$ cat config.mk
export PLATFORM = sky130hd
export DESIGN_NAME = digit_display_arbiter
export DESIGN_NICKNAME = d
export VERILOG_FILES = /design/src/rtl/digit_display_arbiter.sv
export SDC_FILE = /design/constraint.sdc
export NUM_CORES = 1
export LEC_CHECK = 0
export CORE_UTILIZATION = 35
export DETAILED_ROUTE_END_ITERATION = 8
export DONT_BUFFER_PORTS = 1
export PLACE_DENSITY_LB_ADDON = 0.05
export RECOVER_POWER = 50
export SETUP_SLACK_MARGIN = 0.2
export SKIP_CTS_REPAIR_TIMING = 1
export SKIP_LAST_GASP = 1
export SLEW_MARGIN = 10
export SYNTH_ARGS = -nofsm -noshare
export SYNTH_HDL_FRONTEND = slang
export SYNTH_SLANG_ARGS = --single-unit
$ cat constraint.sdc
create_clock -name i_clk -period 4.8 [get_ports i_clk]
set_input_delay 0.96 -clock i_clk [delete_from_list [all_inputs] [get_ports i_clk]]
set_output_delay 0.96 -clock i_clk [all_outputs]
set_load 0.005 [all_outputs]
$ cat src/rtl/digit_display_arbiter.sv
// digit_display_arbiter: round-robin sharing of one 4-digit 7-segment driver between requesters.
// Each owner is shown for a minimum hold time, with an optional blank gap between owners.
module digit_display_arbiter #(
    parameter int unsigned NREQ        = 3,
    parameter int unsigned HOLD_CYCLES = 5_000_000,
    parameter int unsigned GAP_CYCLES  = 1000,
    parameter int unsigned CW          = 24
) (
    input  logic                 i_clk,
    input  logic                 i_rst,
    input  logic [NREQ-1:0]      i_req,
    input  logic [16*NREQ-1:0]   i_req_digits,
    output logic [NREQ-1:0]      o_gnt,
    output logic [2:0]           o_active_id,
    output logic                 o_busy,
    output logic [3:0]           o_digit1,
    output logic [3:0]           o_digit2,
    output logic [3:0]           o_digit3,
    output logic [3:0]           o_digit4
);

    localparam int unsigned   HOLD_EFF  = (HOLD_CYCLES == 0) ? 1 : HOLD_CYCLES;
    localparam logic [CW-1:0] HOLD_LOAD = CW'(HOLD_EFF - 1);
    localparam logic [CW-1:0] GAP_LOAD  = (GAP_CYCLES == 0) ? '0 : CW'(GAP_CYCLES - 1);
    localparam logic [3:0]    NREQ_W    = 4'(NREQ);
    localparam logic [15:0]   BLANK     = 16'hFFFF;

    typedef enum logic [1:0] {
        StIdle,
        StShow,
        StGap
    } state_t;

    state_t            r_state;
    logic [NREQ-1:0]   r_gnt;
    logic [2:0]        r_active_id;
    logic [2:0]        r_ptr;
    logic [CW-1:0]     r_cnt;
    logic [15:0]       r_digits;

    state_t            w_state_nxt;
    logic [NREQ-1:0]   w_gnt_nxt;
    logic [2:0]        w_active_id_nxt;
    logic [2:0]        w_ptr_nxt;
    logic [CW-1:0]     w_cnt_nxt;
    logic [15:0]       w_digits_nxt;

    logic              w_found;
    logic [2:0]        w_winner;
    logic [3:0]        w_idx;
    logic [3:0]        w_win_inc;
    logic [2:0]        w_win_ptr;
    logic [NREQ-1:0]   w_win_onehot;
    logic [15:0]       w_win_digits;
    logic [15:0]       w_own_digits;
    logic              w_own_req;
    logic              w_other_req;
    logic [CW-1:0]     w_cnt_dec;

    // Round-robin search: first requester at or after r_ptr, wrapping at NREQ.
    always_comb begin
        w_found  = 1'b0;
        w_winner = '0;
        w_idx    = '0;
        for (int k = 0; k < NREQ; k++) begin
            w_idx = {1'b0, r_ptr} + 4'(k);
            if (w_idx >= NREQ_W) begin
                w_idx = w_idx - NREQ_W;
            end
            for (int i = 0; i < NREQ; i++) begin
                if (!w_found && (w_idx == 4'(i)) && i_req[i]) begin
                    w_found  = 1'b1;
                    w_winner = 3'(i);
                end
            end
        end
    end

    always_comb begin
        w_win_onehot = '0;
        w_win_digits = BLANK;
        w_own_digits = BLANK;
        for (int i = 0; i < NREQ; i++) begin
            w_win_onehot[i] = (w_winner == 3'(i));
            if (w_winner == 3'(i)) begin
                w_win_digits = i_req_digits[16*i +: 16];
            end
            if (r_active_id == 3'(i)) begin
                w_own_digits = i_req_digits[16*i +: 16];
            end
        end
    end

    // r_gnt is one-hot on the owner while showing, so these split req into own/other.
    assign w_own_req   = |(i_req & r_gnt);
    assign w_other_req = |(i_req & ~r_gnt);

    assign w_win_inc = {1'b0, w_winner} + 4'd1;
    assign w_win_ptr = (w_win_inc >= NREQ_W) ? 3'd0 : w_win_inc[2:0];
    assign w_cnt_dec = (r_cnt != '0) ? (r_cnt - CW'(1)) : '0;

    always_comb begin
        w_state_nxt     = r_state;
        w_gnt_nxt       = r_gnt;
        w_active_id_nxt = r_active_id;
        w_ptr_nxt       = r_ptr;
        w_cnt_nxt       = w_cnt_dec;
        w_digits_nxt    = r_digits;

        unique case (r_state)
            StIdle: begin
                w_gnt_nxt    = '0;
                w_digits_nxt = BLANK;
                if (w_found) begin
                    w_state_nxt     = StShow;
                    w_gnt_nxt       = w_win_onehot;
                    w_active_id_nxt = w_winner;
                    w_ptr_nxt       = w_win_ptr;
                    w_cnt_nxt       = HOLD_LOAD;
                    w_digits_nxt    = w_win_digits;
                end
            end

            StShow: begin
                if (w_own_req) begin
                    w_digits_nxt = w_own_digits;
                end
                if (r_cnt == '0) begin
                    if (w_other_req) begin
                        w_gnt_nxt    = '0;
                        w_digits_nxt = BLANK;
                        if (GAP_CYCLES == 0) begin
                            w_state_nxt = StIdle;
                        end else begin
                            w_state_nxt = StGap;
                            w_cnt_nxt   = GAP_LOAD;
                        end
                    end else if (w_own_req) begin
                        w_cnt_nxt = HOLD_LOAD;
                    end else begin
                        w_state_nxt  = StIdle;
                        w_gnt_nxt    = '0;
                        w_digits_nxt = BLANK;
                    end
                end
            end

            StGap: begin
                w_gnt_nxt    = '0;
                w_digits_nxt = BLANK;
                if (r_cnt == '0) begin
                    if (w_found) begin
                        w_state_nxt     = StShow;
                        w_gnt_nxt       = w_win_onehot;
                        w_active_id_nxt = w_winner;
                        w_ptr_nxt       = w_win_ptr;
                        w_cnt_nxt       = HOLD_LOAD;
                        w_digits_nxt    = w_win_digits;
                    end else begin
                        w_state_nxt = StIdle;
                    end
                end
            end

            default: begin
                w_state_nxt  = StIdle;
                w_gnt_nxt    = '0;
                w_digits_nxt = BLANK;
            end
        endcase
    end

    always_ff @(posedge i_clk or posedge i_rst) begin
        if (i_rst) begin
            r_state     <= StIdle;
            r_gnt       <= '0;
            r_active_id <= '0;
            r_ptr       <= '0;
            r_cnt       <= '0;
            r_digits    <= BLANK;
        end else begin
            r_state     <= w_state_nxt;
            r_gnt       <= w_gnt_nxt;
            r_active_id <= w_active_id_nxt;
            r_ptr       <= w_ptr_nxt;
            r_cnt       <= w_cnt_nxt;
            r_digits    <= w_digits_nxt;
        end
    end

    assign o_gnt       = r_gnt;
    assign o_active_id = r_active_id;
    assign o_busy      = (r_state != StIdle);
    assign o_digit1    = r_digits[15:12];
    assign o_digit2    = r_digits[11:8];
    assign o_digit3    = r_digits[7:4];
    assign o_digit4    = r_digits[3:0];

endmodule

# Word-level counts from Yosys, hierarchy flattened
# Cells that the tools add are included.
# W data, S select, Z words.
# op_classes
n_bitwise	3
muxes	60
addsub	7
reduce_logical	40
magnitude_cmp	4
n_eq_ne	16
# op_table
op	n
$mux W16	12
$mux W24	6
$pmux W24 S3	1
$mux W3	17
$pmux W16 S3	1
$logic_not A24 Y1	1
$reduce_bool A24 Y1	1
$sub A24 B1 Y24 const B	1
$logic_and A1 B1 Y1	17
$eq A4 B1 Y1 const B	3
$eq A4 B2 Y1 const B	3
$ge A4 B2 Y1 const B	3
$logic_not A4 Y1	3
$mux W4	3
$pmux W3 S2	2
$mux W1	11
$mux W2	5
$pmux W3 S3	1
$add A3 B1 Y4 const B	2
$logic_not A1 Y1	8
$sub A4 B2 Y4 const B	2
$and A3 B3 Y3	2
$eq A3 B1 Y1 const B	2
$eq A3 B2 Y1 const B	2
other kinds (15)	21
# totals
regBits	51
elab_cells	136
in_bits	53
output_inout_bits	23

# Logic depth before layout (Yosys ltp)
# Gate-level depths: netlist of the first run.
# depth
word_depth	44
depth_mapped	13
mapped_depth_nobuf	9

# Worst setup path after synthesis of the first run
# No wires, ideal clock.
# synth_timing
kind	register to register
from	register r_ptr[0]
to	register r_digits[10]
n_path_buf	3
stages_incl_launch_ff	12
t_required_ns	4.703
synth_period_minus_slack_ns	3.465
setup_time_ns	0.097
setup_slack_ns	1.335
arrival_ns	3.367
path_cell_list	dfrtp_1 > clkbuf_1 > inv_1 > ha_1 > or4b_2 > a211oi_1 > a311o_1 > clkbuf_1 > clkbuf_1 > a211oi_1 > nor3_1 > o221ai_1
# synth_via
elab_chain_cells	44
elab_cells_between_ends	71
cone_classes	add/sub: 5; order compare: 3; eq/ne: 8; mux: 26; reduce/logical: 29
# synth_rtl
element	line	source
start, declared	37	logic [2:0] r_ptr;
start signal, assigned	185	r_ptr <= w_ptr_nxt;
$sub A3 B2 Y4 / $ge A3 B2 Y1 (equally long branches)	68, 67	
$mux W4	67	if (w_idx >= NREQ_W) begin
$logic_not A4 Y1	71	if (!w_found && (w_idx == 4'(i)) && i_req[i]) begin
$logic_and A1 B1 Y1	71	
$mux W1	71	
$logic_not A1 Y1	71	
$logic_and A1 B1 Y1 (2 in a row)	71	
$mux W1	71	
[25 not listed]	-	
$logic_and A1 B1 Y1 (2 in a row)	71	
$mux W3	71	
$logic_not A3 Y1	85	if (w_winner == 3'(i)) begin
$mux W16 (3 in a row)	85	
$mux W16 *	114, 152	
$mux W16	151	if (r_cnt == '0) begin
$pmux W16 S3 *	110	unique case (r_state)
via w_digits_nxt[10]	46	logic [15:0] w_digits_nxt;
end signal, assigned	187	r_digits <= w_digits_nxt;
end, declared	39	logic [15:0] r_digits;
# The timed path passes the listed nets; every way through them passes the cells marked *.
# A chain may end at the register's enable or synchronous reset.

# Worst setup path in the final report of the first run
# layout_timing
from	register r_ptr[0]
to	register r_active_id[0] (netlist: o_active_id[0])
# layout_via
elab_chain_cells	40
elab_cells_between_ends	65
cone_classes	add/sub: 5; order compare: 3; eq/ne: 6; mux: 23; reduce/logical: 28
# layout_rtl
element	line	source
$sub A3 B2 Y4 / $ge A3 B2 Y1 (equally long branches)	68, 67	
$mux W4	67	
$logic_not A4 Y1	71	
$logic_and A1 B1 Y1	71	
$mux W1	71	
$logic_not A1 Y1	71	
$logic_and A1 B1 Y1 (2 in a row)	71	
$mux W1	71	
[21 not listed]	-	
$logic_and A1 B1 Y1 (2 in a row)	71	
$mux W1	71	
$logic_not A1 Y1	71	
$logic_and A1 B1 Y1 (2 in a row)	71	
$mux W3 / $mux W1 (equally long branches)	71	
$mux W3 *	114, 152	
$mux W3	151	
$pmux W3 S2 *	110	
end signal, assigned	184	r_active_id <= w_active_id_nxt;
end, declared	36	logic [2:0] r_active_id;
# Mark *: on every way between the ends. The rest lies on a longest branch, timed or not. The select of a mux whose other input is x is not followed.

==> results of run 1 <==
==> state kept, by name (all words and copies together), names as in the netlist <==
| register | flops |
|---|---|
| r_digits | 16 |
| r_state | 2 |
| r_ptr | 3 |
| o_gnt | 3 |
| o_active_id | 2 |
| r_cnt | 24 |
==> layout make-up <==
class | instances | share of cell area (%)
clock buffer | 5 | 2.64
clock inverter | 3 | 1.00
timing repair buffer | 17 | 2.61
inverter | 26 | 2.06
sequential | 50 | 26.8
tap | 168 | 4.43
multi-input combinational | 409 | 60.5
==> worst max-delay path: stages, from the launching register on <==
cell                      delay [ns]
sky130_fd_sc_hd__dfrtp_1        0.68
sky130_fd_sc_hd__ha_1           0.27
sky130_fd_sc_hd__inv_1          0.05
sky130_fd_sc_hd__ha_1           0.24
sky130_fd_sc_hd__and2_1         0.17
sky130_fd_sc_hd__or3b_2         0.47
sky130_fd_sc_hd__a211o_1        0.58
sky130_fd_sc_hd__and3_1         0.28
sky130_fd_sc_hd__a221o_1        0.66
sky130_fd_sc_hd__mux2_4         0.42
==> per-stage QoR <==
step	area (µm²)	total power (µW)
after floorplan	4440	2040
after global placement	4580	2400
after detailed placement	4580	2440
after CTS	4750	2890
after global routing	4750	3090
final	4750	2860
==> cells by family (layout without fill, tap and decap cells) <==
family / Yosys count / in the layout
compound gates: 181 / 181
simple gates: 172 / 172
buf+inv: 76 / 51
flops: 50 / 50
mux: 25 / 25
xor+xnor: 17 / 17
fa+ha+maj: 13 / 13
other cells: 1 / 1
==> placed cells by master (no fill, tap or decap), drive strengths merged, types with 3 or more instances in the layout <==
cell / n
nand2: 50
nor3: 46
a211oi: 36
dfrtp: 34
inv: 28
nor2: 22
o31ai: 21
a21oi: 20
mux2: 20
o21a: 18
o221ai: 17
buf: 16
dfstp: 16
a221oi: 15
xnor2: 15
o22ai: 15
ha: 13
or3: 10
o211ai: 9
nand3: 8
o21ai: 6
clkbuf: 6
mux2i: 5
or2: 5
nand2b: 4
and2: 4
or4: 4
a21o: 3
a211o: 3
nand3b: 3
or4b: 3
==> layer usage <==
metal	global-route usage (%)	vias to the layer above	part of all wire (%)
met5	0	-	0
met3	3.39	9	5.0
met4	4.24	0	0.64
met1	31.5	1979	47
met2	38.3	111	48
li1	-	1985	-
==> final timing paths <==
path	start	end	slack (ns)
min in group asynchronous	i_rst	o_active_id[0]$_DFFE_PP0P_	1.70
max reg2reg	r_ptr[0]$_DFFE_PP0P_	o_active_id[0]$_DFFE_PP0P_	0.87
max	r_ptr[0]$_DFFE_PP0P_	o_active_id[0]$_DFFE_PP0P_	0.87
min	r_cnt[15]$_DFF_PP0_	r_cnt[15]$_DFF_PP0_	0.54
min reg2reg	r_cnt[15]$_DFF_PP0_	r_cnt[15]$_DFF_PP0_	0.54
max in group asynchronous	i_rst	r_cnt[1]$_DFF_PP0_	1.41
==> power by group <==
part | switching (µW) | internal (µW) | total, µW
Clock | 177 | 250 | 428
Sequential | 185 | 613 | 798
Combinational | 930 | 704 | 1630
==> run metrics, run 1 <==
status=finished, violations left; failing checks=max-capacitance violations, max-slew violations; Async S/R FF share, synth=100%; width of the chip=115 µm; RSZ-0062 raised after global routing=false; Mapped Cells=535; num rows=40; depth of the most critical reg-to-reg path=9; Final Routed Wirelength=14.6 mm; detail-routed via count per cell=6.02; Core Area=0.0122 mm²; gr usage total=22.9%; Top Ports=76; achievable clock frequency=0.254 GHz; Pleak=0.00177 µW; hold depth=2; DRC marker count from the first detailed-route iteration=236; depth of the CTS H-tree=2; aggregate global routing overflow=0; fraction of synthesized area in multiplexers=6.29%; class of the most critical setup path=flop to flop; area used by multi-input combinational logic=0.00287 mm²; part of the cycle the worst path needs=82.0%; Worst EP required=4.98 ns; initial antenna violation count=0; Clock transition at path regs=0.07 ns; fraction of post-synthesis cell area in the top cell type by area=19.2%; max-slew violation total from the final report=51; endpoint kind of the worst setup timing path=flop; Detailed Routing Iterations Pass 1=5; number of nets produced by synthesis=601; CTS max path bufs=2; Vert. Die Dim=115 µm; transition time of the tightest slew-check pin=3.00 ns; dominant combinational cell family by area after synthesis=compound AO/OA/AOI/OAI gates; overall via count from detail_route=4,084; sequential cell area fraction in the yosys report=28.7%; min cycle time layout=3.93 ns; number of I/O port buffers=0; global-route wire length before repair=23.2 mm; Final Hold Violating Endpoints=0; final total negative setup slack=0 ns; cell total after placement=670; number of routed nets with antenna violations=0; buffer type at the clock tree root=sky130_fd_sc_hd__clkbuf_16; number of global-route vias before repair=4,194; fraction of layout cells with a size suffix above 1=14.1%; launching element type of the critical path=flop; clock tree from TritonCTS=done; routability cong.=0.757; # fillers=1,294; max-cap viol count=1; primary flip-flop cell chosen by synthesis mapping=sky130_fd_sc_hd__dfrtp_1; fraction of synthesized cell area in xor and xnor cells=3.36%; synth warn=0; top cells by area, synth=sky130_fd_sc_hd__dfrtp_1 19%, sky130_fd_sc_hd__dfstp_2 9.5%, sky130_fd_sc_hd__nor3_1 5.2%, sky130_fd_sc_hd__a211oi_1 4.9%, sky130_fd_sc_hd__mux2_2 4.8%; antenna diode count=0; count of flip-flops with a built-in enable after synthesis=0; cell with the most instances after synthesis=sky130_fd_sc_hd__nand2_1; effective utilization at floorplan=36.5%; number of unique standard cell types used by synthesis=66; count of final setup violators=0; Avg Cell Area, Syn=8.29 µm²; share of synthesized cell area in and, or, nand and nor gates=19.7%; Hold/Removal Path Class=flop to flop; Worst Setup Slack, final=0.866 ns; most frequent cells after synthesis=50 x sky130_fd_sc_hd__nand2_1, 46 x sky130_fd_sc_hd__nor3_1, 42 x sky130_fd_sc_hd__clkbuf_1, 34 x sky130_fd_sc_hd__dfrtp_1, 29 x sky130_fd_sc_hd__a211oi_1; maximum fanout along the worst path=21; worst hold slack=0.544 ns; Reg area=0.00127 mm²; mapped cell area=0.00444 mm²; maximum number of pins on one net before global-route repair=51; clock sink count=50; flip-flop and latch count after synthesis=50; core utilization of the finished layout=39.0%; synthesized-area fraction occupied by adder cells=3.67%; worst IR drop on VDD=0.179 mV; clock tree skew after final layout=0.00734 ns; slew margin rel.=-100%; Remaining DRCs=0; number of buffers created by CTS=5; average detailed-routed wire length per instance=21.5 µm; final standard cell count with taps included and fillers excluded=678; worst setup timing slack at the placement stage=0.865 ns; clock latency of the later-clocked register in the worst-skew pair=0.30 ns; net count reported at finish=575; Detailed Place HPWL=9.94 mm; arrival time reported for the critical path endpoint=4.12 ns; total power per unit cell area=603 mW/mm²; cell accounting for the most synthesized area=sky130_fd_sc_hd__dfrtp_1; compound-cell area share of the yosys netlist=31.2%; area of the die=0.0131 mm²; synthesis-to-finish area growth=7.02%
(Power assumes the default switching activity.)
==> run 2: changes to the inputs <==
==> constraint.sdc (replaced) <==
create_clock -name i_clk -period 4 [get_ports i_clk]
set_input_delay 0.8 -clock i_clk [delete_from_list [all_inputs] [get_ports i_clk]]
set_output_delay 0.8 -clock i_clk [all_outputs]
set_load 0.005 [all_outputs]
==> run 2 against run 1 <==
The run now ends clean. Sequential power increased by 14%. Register-to-register slack got worse by 0.29 ns. Clock skew decreased by 0.0025 ns. Critical path depth increased by 1. Global-route usage increased by 0.35 points. Critical endpoint is now r_digits[0]$_DFF_PP1_. Largest cell class unchanged.
==> run metrics, run 2 (synthesis gave the netlist of run 1 again) <==
initial antenna violation count=0; total power per unit cell area=714 mW/mm²; clock sink count=50; num rows=40; worst hold slack=0.543 ns; depth of the most critical reg-to-reg path=10; startpoint of the worst setup timing path=r_ptr[1]$_DFFE_PP0P_; top register by number of flip-flops=r_cnt; Top Registers=r_cnt: 24 flops, r_digits: 16 flops; net count reported at finish=582; maximum fanout along the worst path=17; effective utilization at floorplan=36.5%; sequential share of power=26.5%; endpoint kind of the worst setup timing path=flop; Final Routed Wirelength=14.5 mm; area of the die=0.0131 mm²; achievable clock frequency=0.292 GHz; Reg area=0.00127 mm²; Switch Pwr=1560 µW; width of the chip=115 µm; depth of the CTS H-tree=2; number of buffers created by CTS=5; synthesis-to-finish area growth=7.73%; number of routed nets with antenna violations=0; overall via count from detail_route=4,170; # fillers=1,296; Remaining DRCs=0; transition time of the tightest slew-check pin=1.35 ns; Top Ports=76; clock latency of the later-clocked register in the worst-skew pair=0.30 ns; Vert. Die Dim=115 µm; Pleak=0.00180 µW; max-slew violation total from the final report=0; clock tree from TritonCTS=done; number of I/O port buffers=0; class of the most critical setup path=flop to flop; area used by multi-input combinational logic=0.00287 mm²; cell internal power dissipation=1860 µW; launching element type of the critical path=flop; cell total after placement=677; clock tree skew after final layout=0.00480 ns; part of the cycle the worst path needs=85.6%; DRC marker count from the first detailed-route iteration=276; most used cells in the layout excluding fill and tap cells=50 x sky130_fd_sc_hd__nand2_1, 45 x sky130_fd_sc_hd__nor3_1, 34 x sky130_fd_sc_hd__dfrtp_1; fraction of power spent switching nets=45.6%; leading cell type in the layout, fill and taps excluded=sky130_fd_sc_hd__nand2_1; final total negative setup slack=0 ns; slew margin rel.=10.2%; Final Hold Violating Endpoints=0; Detailed Place HPWL=10.0 mm; maximum number of pins on one net before global-route repair=33; Clock Power Share=13.5%; RSZ-0062 raised after global routing=false; CTS max path bufs=2; routability cong.=0.801; combinational group share of total power=59.9%; status=finished clean; antenna diode count=0; worst setup timing slack at the placement stage=0.556 ns; max-cap viol count=0; worst r2r dst=r_digits[0]$_DFF_PP1_; Clock transition at path regs=0.07 ns; min cycle time layout=3.42 ns; Worst R2R Setup Slack=0.58 ns; fraction of layout cells with a size suffix above 1=15.5%; average detailed-routed wire length per instance=21.1 µm; count of final setup violators=0; worst IR drop on VDD=0.232 mV; Core Area=0.0122 mm²; Hold/Removal Path Class=flop to flop; number of global-route vias before repair=4,237; Detailed Routing Iterations Pass 1=5; detail-routed via count per cell=6.09; max FFs per register=24; buffer type at the clock tree root=sky130_fd_sc_hd__clkbuf_16; gr usage total=23.3%; final standard cell count with taps included and fillers excluded=685; Reg2Reg Launch Point=r_ptr[1]$_DFFE_PP0P_; CP endpoint=r_digits[0]$_DFF_PP1_; arrival time reported for the critical path endpoint=3.64 ns; Worst EP required=4.21 ns; global-route wire length before repair=23.4 mm; Total Power Consumption=3410 µW; aggregate global routing overflow=0; Worst Setup Slack, final=0.575 ns
-- run 2: through the flow --
stage | utilization [%] | cell area [µm²]
2_1_floorplan | - | 4440
3_3_place_gp | 38.0 | 4630
3_5_place_dp | 38.0 | 4630
4_1_cts | 39.3 | 4780
5_1_grt | 39.3 | 4780
6_report | 39.3 | 4780
-- run 2: layout make-up --
type | count | area share (%)
sequential | 50 | 26.6
tap | 168 | 4.40
timing repair buffer | 24 | 3.69
multi-input combinational | 409 | 60.0
clock buffer | 6 | 2.91
inverter | 26 | 2.04
clock inverter | 2 | 0.340
-- run 2: worst min-delay path by stage --
| stage | startpoint | end | slack [ns] | cells past startpoint |
|---|---|---|---|---|
| floorplan | r_cnt[0]$_DFF_PP0_ | r_cnt[0]$_DFF_PP0_ | 0.50 | 1 |
| global placement | r_cnt[0]$_DFF_PP0_ | r_cnt[0]$_DFF_PP0_ | 0.52 | 1 |
| detailed placement | r_cnt[0]$_DFF_PP0_ | r_cnt[0]$_DFF_PP0_ | 0.52 | 1 |
| CTS | i_rst | r_cnt[6]$_DFF_PP0_ | 0.54 | 1 |
| global route | r_cnt[15]$_DFF_PP0_ | r_cnt[15]$_DFF_PP0_ | 0.58 | 2 |
| finish | r_cnt[15]$_DFF_PP0_ | r_cnt[15]$_DFF_PP0_ | 0.54 | 2 |
-- run 2: routing by layer --
metal	global-route usage (%)	wire length [µm]	vias up
met5	0	0	-
met4	5.28	100	0
met3	3.07	779	7
met2	38.0	6700	122
met1	32.6	6900	2043
li1	-	-	1998
-- run 2: critical path, cell delays in order, from the launching register on --
cell and delay, ns:
sky130_fd_sc_hd__dfrtp_1 0.48, sky130_fd_sc_hd__ha_1 0.22, sky130_fd_sc_hd__inv_1 0.05, sky130_fd_sc_hd__ha_1 0.24, sky130_fd_sc_hd__and2_1 0.17, sky130_fd_sc_hd__or3b_2 0.47, sky130_fd_sc_hd__a211o_1 0.34, sky130_fd_sc_hd__buf_4 0.21
sky130_fd_sc_hd__o2111a_1 0.21, sky130_fd_sc_hd__or3_1 0.65, sky130_fd_sc_hd__o221ai_1 0.29
-- run 2: power by group through the flow --
stage	clock network (µW)	logic, µW	registers (µW)
3_3_place_gp	0	1990	928
2_1_floorplan	0	1570	878
6_report	462	2050	906
5_1_grt	493	2280	934
4_1_cts	471	2040	922
3_5_place_dp	0	2040	926
